===== src/rtl/truth_table_sequencer_pkg.sv =====
// Shared types and sizes for the truth table sequencer.
// Sweeps 16 input vectors through an external evaluator.
package truth_table_sequencer_pkg;

  typedef enum logic [1:0] {
    IDLE    = 2'd0,
    SETTLE  = 2'd1,
    CAPTURE = 2'd2,
    DONE    = 2'd3
  } state_t;

  localparam int VEC_COUNT = 16;
  localparam int IDX_W     = 4;
  localparam int CNT_W     = 5;

endpackage


===== src/rtl/tt_settle_timer.sv =====
// Loadable down-counter timing how long a vector settles.
// expired is high in the last settle cycle of a vector.
module tt_settle_timer
  import truth_table_sequencer_pkg::*;
#(
  parameter int SETTLE_CYCLES = 1
) (
  input  logic clk,
  input  logic rst_n,
  input  logic load,
  input  logic en,
  output logic expired
);

  localparam logic [CNT_W-1:0] LOAD_VAL = CNT_W'(SETTLE_CYCLES);
  localparam logic [CNT_W-1:0] LAST_VAL = CNT_W'(1);

  logic [CNT_W-1:0] cnt;

  // Load on vector entry, count down while settling.
  always_ff @(posedge clk or negedge rst_n) begin
    if (!rst_n) begin
      cnt <= '0;
    end else if (load) begin
      cnt <= LOAD_VAL;
    end else if (en && cnt != '0) begin
      cnt <= cnt - 1'b1;
    end
  end

  assign expired = en && (cnt == LAST_VAL);

endmodule


===== src/rtl/truth_table_sequencer.sv =====
// Drives all 16 vectors into an external 4-input evaluator,
// captures its truth table and compares against a golden one.
module truth_table_sequencer
  import truth_table_sequencer_pkg::*;
#(
  parameter int SETTLE_CYCLES = 1
) (
  input  logic        clk,
  input  logic        rst_n,
  input  logic        start_i,
  input  logic        abort_i,
  input  logic [15:0] expected_i,
  input  logic        f_i,
  output logic [3:0]  vec_o,
  output logic        busy_o,
  output logic        done_o,
  output logic [15:0] table_o,
  output logic [4:0]  ones_o,
  output logic        match_o
);

  state_t state;
  state_t state_nxt;

  logic [IDX_W-1:0]     idx;
  logic [VEC_COUNT-1:0] tbl;
  logic [CNT_W-1:0]     ones;
  logic                 match;
  logic                 tmr_load;
  logic                 tmr_en;
  logic                 tmr_expired;
  logic                 last;
  logic                 go;

  assign last = (idx == IDX_W'(VEC_COUNT - 1));
  assign go   = start_i && !abort_i;

  tt_settle_timer #(
    .SETTLE_CYCLES(SETTLE_CYCLES)
  ) u_timer (
    .clk    (clk),
    .rst_n  (rst_n),
    .load   (tmr_load),
    .en     (tmr_en),
    .expired(tmr_expired)
  );

  // State register.
  always_ff @(posedge clk or negedge rst_n) begin
    if (!rst_n) begin
      state <= IDLE;
    end else begin
      state <= state_nxt;
    end
  end

  // Next-state selection; abort wins everywhere outside IDLE.
  always_comb begin
    state_nxt = state;
    unique case (state)
      IDLE: begin
        if (go) state_nxt = SETTLE;
      end
      SETTLE: begin
        if (abort_i)          state_nxt = IDLE;
        else if (tmr_expired) state_nxt = CAPTURE;
      end
      CAPTURE: begin
        if (abort_i)   state_nxt = IDLE;
        else if (last) state_nxt = DONE;
        else           state_nxt = SETTLE;
      end
      DONE: begin
        state_nxt = IDLE;
      end
    endcase
  end

  // Outputs and timer control decoded from the state.
  always_comb begin
    busy_o   = (state != IDLE);
    done_o   = (state == DONE);
    vec_o    = (state == IDLE) ? '0 : idx;
    tmr_en   = (state == SETTLE);
    tmr_load = (state_nxt == SETTLE) && (state != SETTLE);
  end

  // Vector index, captured table, ones count and match flag.
  always_ff @(posedge clk or negedge rst_n) begin
    if (!rst_n) begin
      idx   <= '0;
      tbl   <= '0;
      ones  <= '0;
      match <= 1'b0;
    end else begin
      unique case (state)
        IDLE: begin
          if (go) begin
            idx   <= '0;
            tbl   <= '0;
            ones  <= '0;
            match <= 1'b0;
          end
        end
        SETTLE: begin
          if (abort_i) match <= 1'b0;
        end
        CAPTURE: begin
          if (abort_i) begin
            match <= 1'b0;
          end else begin
            tbl[idx] <= f_i;
            ones     <= ones + CNT_W'(f_i);
            if (!last) idx <= idx + 1'b1;
          end
        end
        DONE: begin
          match <= abort_i ? 1'b0 : (tbl == expected_i);
        end
      endcase
    end
  end

  assign table_o = tbl;
  assign ones_o  = ones;
  assign match_o = match;

endmodule

===== config.mk =====
export PLATFORM = sky130hd
export DESIGN_NAME = truth_table_sequencer
export DESIGN_NICKNAME = d
export VERILOG_FILES = /design/src/rtl/truth_table_sequencer_pkg.sv /design/src/rtl/tt_settle_timer.sv /design/src/rtl/truth_table_sequencer.sv
export SDC_FILE = /design/constraint.sdc
export NUM_CORES = 1
export LEC_CHECK = 0
export BUFFER_PORTS_ARGS = -buffer_cell sky130_fd_sc_hd__buf_2
export CAP_MARGIN = 20
export CORE_MARGIN = 2
export CORE_UTILIZATION = 57
export CTS_CLUSTER_DIAMETER = 100
export CTS_CLUSTER_SIZE = 40
export DETAILED_ROUTE_END_ITERATION = 10
export PLACE_DENSITY = 0.84
export SYNTH_ARGS = -nofsm -noshare
export SYNTH_HDL_FRONTEND = slang
export SYNTH_SLANG_ARGS = --single-unit

===== constraint.sdc =====
create_clock -name clk -period 4.7 [get_ports clk]
set_input_delay 0.235 -clock clk [delete_from_list [all_inputs] [get_ports clk]]
set_output_delay 0.235 -clock clk [all_outputs]
set_load 0.02 [all_outputs]

# ---- Word level (Yosys, flattened, before mapping)
# Index checks and enable logic that the tools add are counted.
dict set report totals {
  register_bits 33
  elab_cells 64
  inputBits 21
}
dict set report op_classes {
  muxes 26
  n_addsub 3
  eq_ne 12
  order_cmp 2
  reduce_logical 15
}
# op n
set ops {}
lappend ops {{16-bit two-way mux} 2}
lappend ops {{16-bit one-hot mux with 2 select lines} 1}
lappend ops {{5-bit two-way mux} 4}
lappend ops {{16-bit bitwise mux} 1}
lappend ops {{16-bit equality test} 1}
lappend ops {{4-bit two-way mux} 4}
lappend ops {{2-bit two-way mux} 5}
lappend ops {{5-bit one-hot mux with 2 select lines} 1}
lappend ops {{2-bit one-hot mux with 4 select lines} 1}
lappend ops {{4-bit one-hot mux with 2 select lines} 1}
lappend ops {{2-bit inequality test, second input constant} 3}
lappend ops {{2-bit nonzero test} 3}
lappend ops {{5-bit by 1-bit adder with 5-bit output} 1}
lappend ops {{5-bit by 1-bit equality test with 1-bit output, second input constant} 1}
lappend ops {{1-bit logical AND} 5}
lappend ops {{4-bit by 5-bit less-than comparator with 1-bit output, second input constant} 1}
lappend ops {{5-bit nonzero test} 1}
lappend ops {{5-bit by 1-bit subtractor with 5-bit output, second input constant} 1}
lappend ops {{4-bit by 1-bit adder with 4-bit output, second input constant} 1}
lappend ops {{1-bit demux with 4-bit select} 1}
lappend ops {{2-bit by 1-bit equality test with 1-bit output, second input constant} 2}
lappend ops {{2-bit equality test, second input constant} 2}
lappend ops {{4-bit equality test, second input constant} 1}
lappend ops {{4-bit by 1-bit greater-or-equal comparator with 1-bit output, second input constant} 1}
lappend ops {{other kinds (9)} 13}

# ---- Longest topological paths before layout
# Gate-level depths: netlist of run 1.
dict set report depth {
  word_depth 8
  ltp_mapped 9
}

# ---- By module
# Synthesis of run 1 repeated with hierarchy kept, for this count alone.
dict set report unflattened {
  hier_cells 211
  hier_area_um2 2042.0
}
# mod seq_area_each_um2 n_inst area_each_um2 cells_per_inst
set by_module_without_submodules {}
lappend by_module_without_submodules {truth_table_sequencer 700.7 1 1759.2 183}
lappend by_module_without_submodules {tt_settle_timer 125.1 1 282.8 28}

# ---- Least setup slack after synthesis of run 1
# No wires, ideal clock.
dict set report synth_path {
  path_kind {reg2reg}
  from {register state[0]}
  to {register tbl[13], in the netlist table_o[13]}
  synth_period_minus_slack_ps 1713
  arrival_time_ps 1581
  stages_incl_launch_ff 10
  path_slack_ps 2987
  n_path_buf 3
  path_cell_list {dfrtp_1 > inv_1 > ha_1 > buf_4 > inv_2 > or3_1 > buf_2 > buf_6 > nand3_1 > o21ai_1}
}
dict set report synth_between {
  elab_chain_len 3
  word_cells_on_any_way 7
}
# item line
set synth_rtl {}
lappend synth_rtl {{start, declared} truth_table_sequencer.sv:22} ;# state_t state;
lappend synth_rtl {{start signal, assigned} truth_table_sequencer.sv:53} ;# state <= state_nxt;
lappend synth_rtl {{2-bit equality test / 2-bit logical NOT (equally long branches)} truth_table_sequencer.sv:96} ;# unique case (state)
lappend synth_rtl {{2-bit inequality test (no source line) / 2-bit nonzero test (equally long branches)} --}
lappend synth_rtl {{3-bit AND reduction (no source line)} --}
lappend synth_rtl {{end signal, assigned by index} truth_table_sequencer.sv:112} ;# tbl[idx] <= f_i;
lappend synth_rtl {{end, declared} truth_table_sequencer.sv:26} ;# logic [VEC_COUNT-1:0] tbl;
# Several ways; a longest one is shown, not always the timed one.
# A chain may end at the register's enable or synchronous reset.

# ---- Worst setup path in the final report of run 1
dict set report layout_path {
  from {register state[0]}
  to {register ones[3], in the netlist ones_o[3]}
}
dict set report layout_between {
  elab_chain_len 3
  word_cells_on_any_way 7
}
# item line
set layout_rtl {}
lappend layout_rtl {{2-bit equality test / 2-bit logical NOT (equally long branches)} truth_table_sequencer.sv:96}
lappend layout_rtl {{2-bit inequality test (no source line) / 2-bit nonzero test (equally long branches)} --}
lappend layout_rtl {{3-bit AND reduction (no source line)} --}
lappend layout_rtl {{end signal, assigned} truth_table_sequencer.sv:113} ;# ones <= ones + CNT_W'(f_i);
lappend layout_rtl {{end, declared} truth_table_sequencer.sv:27} ;# logic [CNT_W-1:0] ones;
# Several ways; a longest one is shown, not always the timed one.

==> flow_metrics.py, run 1 <==
metrics = {
    "outcome": {
        "run_status": "finished clean",
    },
    "global_route": {
        "grt_max_degree": 34,
        "grt_pass1_vias": 1668,
        "antenna_found_initial": 0,
        "grt_use_met3_pct": 4.107,
        "busiest_layer": "met2",
        "use_met1_pct": 29.01,
        "met2_usage_pct": 37.50,
        "grt.overflow.total": 0,
        "grt_pass1_wl_um": 7272,
        "grt_use_total_pct": 23.14,
    },
    "sta": {
        "fmaxAchievable_ghz": 0.4150,
        "grt_setup_unrepaired": "false",
        "fin_skew_ns": 0.009593,
        "worst_slack_ns": 2.290,
        "finalSetupViolations": 0,
        "final.setup.tns_ns": 0,
        "slew_headroom_pct": 41.71,
        "hold-worst-slack_ns": 0.2849,
        "fin_crit_ns": 2.410,
        "period_share_pct": 51.27,
        "drv_slew": 0,
        "worst_pin_slew_ns": 0.8734,
        "finalHoldViolations": 0,
    },
    "worst_hold_path": {
        "worstHoldPathType": "in2reg",
        "holdPathStages": 4,
        "min-delay-start": "abort_i",
    },
    "setup_path": {
        "cp_slowest_cell": "nor2_2",
        "reg2reg_from": "state[0]",
        "path_buf_inv": 1,
        "cp.depth": 7,
        "startpoint_type": "flip-flop",
        "cp-end-kind": "flip-flop",
        "cp.required_ns": 4.90,
        "critical_path.max_fanout": 24,
        "reg2reg_depth": 7,
        "worstSetupPathType": "reg2reg",
        "cp_slowest_stage_delay_ns": 0.70,
        "critPathTopFamily": "simple AND/OR/NAND/NOR gates",
        "worstPathCellList": "inv_1, ha_1, mux2i_1, nor2_2, nand4_1, xor2_1, nor2_1",
        "crit_arrival_ns": 2.61,
        "crit_start": "state[0]",
    },
    "finish": {
        "antenna_cells": 0,
        "area_growth_pct": 14.72,
        "layout.nets": 294,
        "drive_gt1_share_pct": 24.90,
        "post-route-util_pct": 68.71,
        "stdcell_count": 307,
        "stdcell_area_um2": 2311,
        "fill_cells": 298,
        "final_cell_mix": "buf_2 (48), dfrtp_1 (33), nand3_1 (31)",
        "final_common_cell": "buf_2",
    },
    "die": {
        "ioPinCount": 49,
        "die_width_um": 63.45,
        "row_count": 21,
        "die_h_um": 63.45,
        "die-area_um2": 4026,
        "core_area_um2": 3363,
        "start_util_pct": 59.90,
    },
    "synthesis": {
        "ys_async_sr_fraction_pct": 100.0,
        "postSynthCellCount": 214,
        "synth_largest_area_cell": "dfrtp_1",
        "ys.flop_type": "dfrtp_1",
        "seq_area_frac_synth_pct": 40.99,
        "yosysUniqueCellTypes": 41,
        "netlist_area_um2": 2014,
        "ys_ff_latch": 33,
        "synth_top_area_share_pct": 40.99,
        "yosys_warnings": 0,
        "synth-edff-count": 0,
        "synth_nets": 248,
        "yosys-top-cells-area": "dfrtp_1 (41%), xor2_1 (8.3%), ha_1 (8.1%)",
        "synth.avg_cell_area_um2": 9.413,
    },
    "drt": {
        "route.detailed.drc": 0,
        "via_per_inst": 5.580,
        "via_count": 1713,
        "ant_nets": 0,
        "drt_iter0_markers": 80,
        "wire_per_inst_um": 13.69,
        "drt_pass1_iterations": 4,
        "drt_wl_total_um": 4204,
    },
    "placement": {
        "dp_hpwl_um": 3174,
        "place_ws_ns": 2.315,
        "dpl.cell_count": 298,
        "place_area_um2": 2252,
        "port_buffers": 48,
        "gp_congestion": 0.8309,
    },
    "clock_network": {
        "cts_root_buf": "clkbuf_4",
        "cts_sinks": 33,
        "clk_pin_slew_worst_paths_ns": 0.10,
        "htree_levels": 2,
        "cts_tree": "built",
        "clock_latency_ns": 0.34,
        "cts_buffers": 5,
        "clock_path_buffers": 2,
    },
    "pwr": {
        "p_per_area_nw_per_um2": 351.2,
        "power_uw": 811.6,
        "leakagePower_nw": 1.137,
        "ir_worst_vdd_uv": 338.3,
    },
    "job": {
        "maxCapViolCount": 0,
    },
}
-- report_power, final --
group | internal, mW | switching, mW | leakage (nW)
clock network | 0.0595 | 0.0933 | 0.0265
logic | 0.118 | 0.199 | 0.657
registers | 0.311 | 0.0300 | 0.453
-- final cells by class --
| class | instances | area, um^2 | share of cell area, % |
|---|---|---|---|
| Multi-Input combinational cell | 162 | 1095 | 47.37 |
| Sequential cell | 33 | 825.8 | 35.73 |
| Timing Repair Buffer | 49 | 250.2 | 10.83 |
| Tap cell | 46 | 57.56 | 2.491 |
| Clock buffer | 8 | 48.80 | 2.112 |
| Inverter | 9 | 33.78 | 1.462 |
-- cell families (layout without fill, tap and decap cells) --
kind of cell / count (synthesis) / in the layout / share of synthesized area (%)
AOI/OAI and AO/OA: 34 / 34 / 10.68
xor gates and xnor gates: 23 / 23 / 10.00
adders and majority gates: 13 / 13 / 8.075
buffers and inverters: 19 / 66 / 4.658
DFF: 33 / 33 / 40.99
muxes: 1 / 1 / 0.4969
and+or+nand+nor: 91 / 91 / 25.09
-- what timing repair did --
action,CTS,global route
resized for setup,0,0
buffers inserted,0,0
endpoints found under the setup margin,0,0
hold buffers,1,0
endpoints found under the hold margin,33,0
-- routing by layer --
metal,vias to the layer above,share of wire [%]
met5,-,0
met4,0,3.2
met3,13,6.0
met2,67,48
met1,781,43
li1,852,-
-- flip-flops by register name, indices dropped and copies added, names as in the netlist --
register     count
table_o         16
ones_o           5
u_timer.cnt      5
idx              4
state            2
match_o          1
-- worst register-to-register path, stage by stage (launching register included) --
cell and delay, ns:
dfrtp_1 0.43, inv_1 0.11, ha_1 0.40, mux2i_1 0.17, nor2_2 0.70, nand4_1 0.23, xor2_1 0.18, nor2_1 0.05
-- synth_stat cells, drive strengths merged, types with 2 or more instances --
cell	instances
a21oi	4
a22o	3
a31oi	2
and3	2
buf	7
clkbuf	3
dfrtp	33
ha	13
inv	9
nand2	14
nand2b	2
nand3	32
nand4	6
nor2	14
nor2b	6
nor3	5
nor4	5
o21ai	20
or2	2
xnor2	4
xor2	19
-- path summary, 6_finish.rpt --
check,slack [ns],to
setup / recovery,2.29,ones_o[3]
hold / removal,0.28,state[0]
setup reg to reg,2.29,ones_o[3]
hold reg to reg,0.49,match_o
max in group asynchronous,3.76,ones_o[4]
min in group asynchronous,0.47,match_o
Power figures use the tool's default switching activity.
==> inputs of run 2 (changes only) <==
CORE_UTILIZATION = 48   (was 57)
PLACE_DENSITY = 0.76   (was 0.84)
clock period = 2.2 ns   (was 4.7 ns; I/O delays follow)
==> run 2 against run 1 <==
Clock power rose to 2.7 times the previous value. Routed wire length is 3.9% higher. Final cell count grew 1.6%. Clock skew is 0.0045 ns lower. Non-clock buffer count rose by 3. Final area rose by 2.8%. Total power increased by 130%. Global-route usage shrank 2.2 points. Combinational power rose by 130%. Sequential power increased by 110%. Core utilization decreased by 9.7 points.
==> flow_metrics.py, run 2 (synthesized netlist as in run 1, its figures left out) <==
metrics = {
    "outcome": {
        "run_status": "finished clean",
    },
    "sta": {
        "fmaxAchievable_ghz": 0.4984,
        "drv_slew": 0,
        "final.setup.tns_ns": 0,
        "worst_pin_slew_ns": 0.7585,
        "fin_crit_ns": 2.007,
        "hold-worst-slack_ns": 0.2274,
        "slew_headroom_pct": 49.44,
        "finalHoldViolations": 0,
        "grt_setup_unrepaired": "false",
        "finalSetupViolations": 0,
        "period_share_pct": 91.21,
        "fin_skew_ns": 0.005116,
    },
    "clock_network": {
        "cts_buffers": 5,
        "postCtsHoldBufs": 1,
        "cts_root_buf": "clkbuf_8",
        "cts_sinks": 33,
        "cts_tree": "built",
        "post_cts_resized": 0,
        "htree_levels": 2,
        "cts_setup_buffers": 0,
        "clock_path_buffers": 2,
        "clk_pin_slew_worst_paths_ns": 0.06,
        "clock_latency_ns": 0.28,
    },
    "setup_path": {
        "reg2reg_depth": 6,
        "critical_path.max_fanout": 15,
        "crit_arrival_ns": 2.15,
        "startpoint_type": "flip-flop",
        "critPathTopFamily": "simple AND/OR/NAND/NOR gates",
        "r2r-end": "table_o[11]",
        "path_buf_inv": 2,
        "cp_slowest_stage_delay_ns": 0.59,
        "cp-end-kind": "flip-flop",
        "r2r_slack_ns": 0.19,
        "cp.required_ns": 2.34,
        "worstSetupPathType": "reg2reg",
        "reg2reg_from": "state[0]",
        "worstPathCellList": "inv_1, ha_1, inv_2, or3_1, nand3_1, o21ai_1",
        "cp_slowest_cell": "or3_1",
    },
    "placement": {
        "gp_congestion": 0.8279,
        "dp_hpwl_um": 3262,
        "port_buffers": 48,
    },
    "worst_hold_path": {
        "holdPathStages": 4,
        "min_to": "state[0]",
        "min-delay-start": "abort_i",
        "worstHoldPathType": "in2reg",
    },
    "die": {
        "core_area_um2": 4029,
        "ioPinCount": 49,
        "die_h_um": 68.78,
        "die-area_um2": 4731,
        "row_count": 23,
        "start_util_pct": 50.00,
        "die_width_um": 68.78,
    },
    "finish": {
        "drive_gt1_share_pct": 26.34,
        "area_growth_pct": 17.95,
        "layout.nets": 297,
        "antenna_cells": 0,
        "final_common_cell": "buf_2",
        "final_cell_mix": "buf_2 (48), dfrtp_1 (33), nand3_1 (31)",
        "largest_reg_flops": 16,
    },
    "pwr": {
        "seqPwrFrac_pct": 39.2,
        "internal-power_mw": 1.151,
        "switching_share_pct": 38.30,
        "comb_power_share_pct": 38.5,
        "p_switching_uw": 714.5,
        "power.clock.fraction_pct": 22.2,
        "leakagePower_nw": 1.169,
        "ir_worst_vdd_uv": 314.4,
        "p_per_area_nw_per_um2": 785.2,
    },
    "drt": {
        "ant_nets": 0,
        "wire_per_inst_um": 14.00,
        "via_per_inst": 5.446,
        "drt_iter0_markers": 145,
        "route.detailed.drc": 0,
        "via_count": 1699,
        "drt_wl_total_um": 4368,
        "drt_pass1_iterations": 4,
    },
    "global_route": {
        "antenna_found_initial": 0,
        "grt_pass1_vias": 1591,
        "grt_max_degree": 34,
        "grt.overflow.total": 0,
        "grt_use_total_pct": 20.97,
        "grt_pass1_wl_um": 7251,
    },
    "job": {
        "maxCapViolCount": 0,
    },
}
[run 2: worst register-to-register path, stage by stage, from the launching register on]
cell and delay, ns:
dfrtp_1 0.41, inv_1 0.12, ha_1 0.36, inv_2 0.12, or3_1 0.59, nand3_1 0.17
o21ai_1 0.09
[run 2: worst max-delay path by stage]
| stage | startpoint | to | slack [ns] | cells past startpoint |
|---|---|---|---|---|
| after floorplan | state[0] | table_o[13] | 0.49 | 9 |
| after global placement | state[0] | table_o[14] | 0.29 | 6 |
| after detailed placement | state[0] | table_o[11] | 0.24 | 6 |
| after CTS | state[0] | table_o[11] | 0.21 | 6 |
| after global routing | state[0] | table_o[11] | 0.06 | 6 |
| final | state[0] | table_o[11] | 0.19 | 6 |
[run 2: power by group through the flow]
stage	clock network [mW]	logic, mW	registers [mW]
2_1_floorplan	0	0.554	0.733
3_5_place_dp	0	0.720	0.739
3_3_place_gp	0	0.698	0.739
6_report	0.415	0.719	0.732
4_1_cts	0.426	0.724	0.731
5_1_grt	0.456	0.812	0.741
[run 2: final cells by class]
cell class,count,area [um^2]
fill,374,1653
multi-input combinational,162,1095
sequential,33,825.8
timing repair buffer,52,285.3
clock buffer,5,68.82
tap,50,62.56
inverter,9,33.78
clock inverter,1,5.005
[run 2: metrics by stage]
step                      utilization (%)  power, mW  setup slack, ns  area [um^2]  instances
after global placement              56.89      1.437           0.2877         2292        305
after detailed placement            56.89      1.459           0.2357         2292        305
after global routing                58.98      2.009          0.06270         2376        312
after floorplan                         -      1.287           0.4867         2014        214
after CTS                           58.98      1.881           0.2136         2376        312
final                               58.98      1.866           0.1935         2376        312
[run 2: layer usage]
layer	GRT usage (%)	up-vias	wire, um
li1	-	846	-
met5	0	-	0
met3	5.844	6	271
met2	33.89	49	1970
met4	6.618	0	55
met1	27.24	798	2071
==> inputs of run 3 (changes only) <==
CORE_UTILIZATION = 45   (was 48)
PLACE_DENSITY = 0.72   (was 0.76)
SYNTH_HIERARCHICAL = 1   (was unset)
==> run 3 against run 2 <==
Total power shrank 4.9%. Combinational power is 15% lower. Synthesized area grew 1.4%. Worst hold slack got worse by 0.060 ns. Sequential power decreased by 4.5%. Routed wire length up 0.85%. Critical path depth increased by 3. First-iteration DRC count down 32%. Core utilization fell by 2.1 points. Die area increased by 7.6%.
==> flow_metrics.py, run 3 <==
metrics = {
    "sta": {
        "worst_pin_slew_ns": 0.7526,
        "period_share_pct": 94.01,
        "fin_crit_ns": 2.068,
        "final.setup.tns_ns": 0,
        "fin_skew_ns": 0.004484,
        "drv_slew": 0,
        "slew_headroom_pct": 49.83,
        "fmaxAchievable_ghz": 0.4835,
        "finalSetupViolations": 0,
        "finalHoldViolations": 0,
    },
    "global_route": {
        "grt_pass1_vias": 1633,
        "grt_max_degree": 34,
        "grt_use_total_pct": 19.11,
        "grt_pass1_wl_um": 7590,
        "grt.overflow.total": 0,
        "antenna_found_initial": 0,
    },
    "finish": {
        "drive_gt1_share_pct": 27.24,
        "post-route-util_pct": 56.84,
        "largest_reg_flops": 16,
        "final_cell_mix": "buf_2 (48), dfrtp_1 (33), nand2_1 (27)",
        "antenna_cells": 0,
        "final_common_cell": "buf_2",
        "layout.nets": 302,
        "area_growth_pct": 21.20,
    },
    "pwr": {
        "p_per_area_nw_per_um2": 716.7,
        "leakagePower_nw": 1.317,
        "ir_worst_vdd_uv": 611.6,
        "p_switching_uw": 612.3,
        "power.clock.fraction_pct": 26.0,
        "internal-power_mw": 1.161,
        "comb_power_share_pct": 34.6,
        "switching_share_pct": 34.52,
        "seqPwrFrac_pct": 39.4,
    },
    "clock_network": {
        "htree_levels": 2,
        "clock_path_buffers": 2,
        "cts_sinks": 33,
        "clk_pin_slew_worst_paths_ns": 0.06,
        "clock_latency_ns": 0.29,
        "cts_buffers": 5,
        "cts_tree": "built",
        "cts_root_buf": "clkbuf_8",
    },
    "setup_path": {
        "cp_slowest_stage_delay_ns": 0.39,
        "critical_path.max_fanout": 6,
        "cp.required_ns": 2.37,
        "worstSetupPathType": "reg2reg",
        "cp-end-kind": "flip-flop",
        "startpoint_type": "flip-flop",
        "cp_slowest_cell": "dfrtp_1",
        "crit_arrival_ns": 2.24,
        "worstPathCellList": "buf_4, ha_1, and4_2, o21a_1, a31o_2, nor3b_1, buf_4, inv_1, o311a_1",
        "critPathMostFrequentCell": "buf_4",
    },
    "synthesis": {
        "postSynthCellCount": 211,
        "synth_nets": 245,
        "ys_ff_latch": 33,
        "synth_top_area_share_pct": 40.44,
        "synth.avg_cell_area_um2": 9.678,
        "seq_area_frac_synth_pct": 40.44,
        "yosys-top-cells-area": "dfrtp_1 (40%), ha_1 (8.0%), mux2i_1 (7.8%)",
        "synth-edff-count": 0,
        "netlist_area_um2": 2042,
        "netlist_top_cells_count": "dfrtp_1 (33), nand2_1 (27), nand3_1 (19)",
        "yosys_warnings": 6,
        "yosysMostFrequentCell": "dfrtp_1",
        "ys.flop_type": "dfrtp_1",
        "synth_largest_area_cell": "dfrtp_1",
        "yosysUniqueCellTypes": 41,
        "ys_async_sr_fraction_pct": 100.0,
    },
    "drt": {
        "wire_per_inst_um": 13.77,
        "via_count": 1670,
        "drt_pass1_iterations": 4,
        "drt_iter0_markers": 98,
        "route.detailed.drc": 0,
        "via_per_inst": 5.219,
        "drt_wl_total_um": 4405,
        "ant_nets": 0,
    },
    "outcome": {
        "run_status": "finished clean",
    },
    "die": {
        "ioPinCount": 49,
        "die_width_um": 71.36,
        "start_util_pct": 46.90,
        "row_count": 24,
        "die_h_um": 71.36,
        "core_area_um2": 4354,
        "die-area_um2": 5092,
    },
    "placement": {
        "gp_congestion": 0.8165,
        "port_buffers": 48,
        "dp_hpwl_um": 3291,
    },
    "job": {
        "maxCapViolCount": 0,
    },
    "worst_hold_path": {
        "worstHoldPathType": "in2reg",
    },
}
[run 3: routing by layer]
metal  vias to the layer above  share of wire (%)  GRT usage [%]
li1                        847                  -              -
met1                       771                 46          25.23
met2                        46                 47          30.25
met3                         6                5.0          5.485
met4                         0                1.4          6.499
met5                         -                  0              0
[run 3: cell type report]
type | instances | area [um^2]
Tap cell | 52 | 65.06
Timing Repair Buffer | 59 | 325.3
Sequential cell | 33 | 825.8
Multi-Input combinational cell | 159 | 1135
Clock buffer | 7 | 86.33
Fill cell | 396 | 1879
Inverter | 10 | 37.54
[run 3: kinds of logic after synthesis]
family / Yosys count / synth area share (%)
simple gates: 86 / 22.37
flops: 33 / 40.44
compound gates: 22 / 7.659
xor+xnor: 21 / 9.008
buf+inv: 19 / 4.044
mux: 17 / 8.517
fa+ha+maj: 13 / 7.966
[run 3: final timing paths]
kind	startpoint	slack, ns	endpoint	cells past startpoint
worst max-delay path	state[1]	0.13	u_timer/cnt[4]	9
worst min-delay path	expected_i[3]	0.17	match_o	4
worst max register to register	state[1]	0.13	u_timer/cnt[4]	9
worst min register to register	match_o	0.50	match_o	2
max in group asynchronous	rst_n	1.29	ones_o[0]	2
min in group asynchronous	rst_n	0.43	table_o[12]	2
[run 3: metrics by stage]
stage                     setup WS, ns  hold slack, ns  power [mW]  cell area, um^2  std cells
after floorplan                0.01665         -0.1856       1.125             2042        211
after global placement          0.1861          0.2185       1.305             2370        311
after detailed placement       0.08472          0.2265       1.320             2370        311
after CTS                      0.06809          0.1700       1.799             2466        319
after global routing         -0.002004          0.1828       1.912             2475        320
final                           0.1317          0.1679       1.774             2475        320
[run 3: power by group through the flow]
| stage | logic, mW | registers [mW] | clock network (mW) |
|---|---|---|---|
| 6_report | 0.613 | 0.699 | 0.462 |
| 4_1_cts | 0.613 | 0.699 | 0.487 |
| 5_1_grt | 0.692 | 0.706 | 0.514 |
| 3_5_place_dp | 0.609 | 0.711 | 0 |
| 2_1_floorplan | 0.423 | 0.702 | 0 |
| 3_3_place_gp | 0.595 | 0.710 | 0 |
[run 3: worst max-delay path, delay by kind of cell, from the launching register on]
family	cells	cell delay, ns
buffers and inverters	3	0.38
adders and majority gates	1	0.24
DFF	1	0.39
and+or+nand+nor	2	0.44
AOI/OAI and AO/OA	3	0.51
[run 3: repair_timing]
action	CTS	global route
hold buffers	1	0
gates resized for setup	0	1
setup endpoints to repair	0	1
endpoints found under the hold margin	33	0
setup buffers	0	1
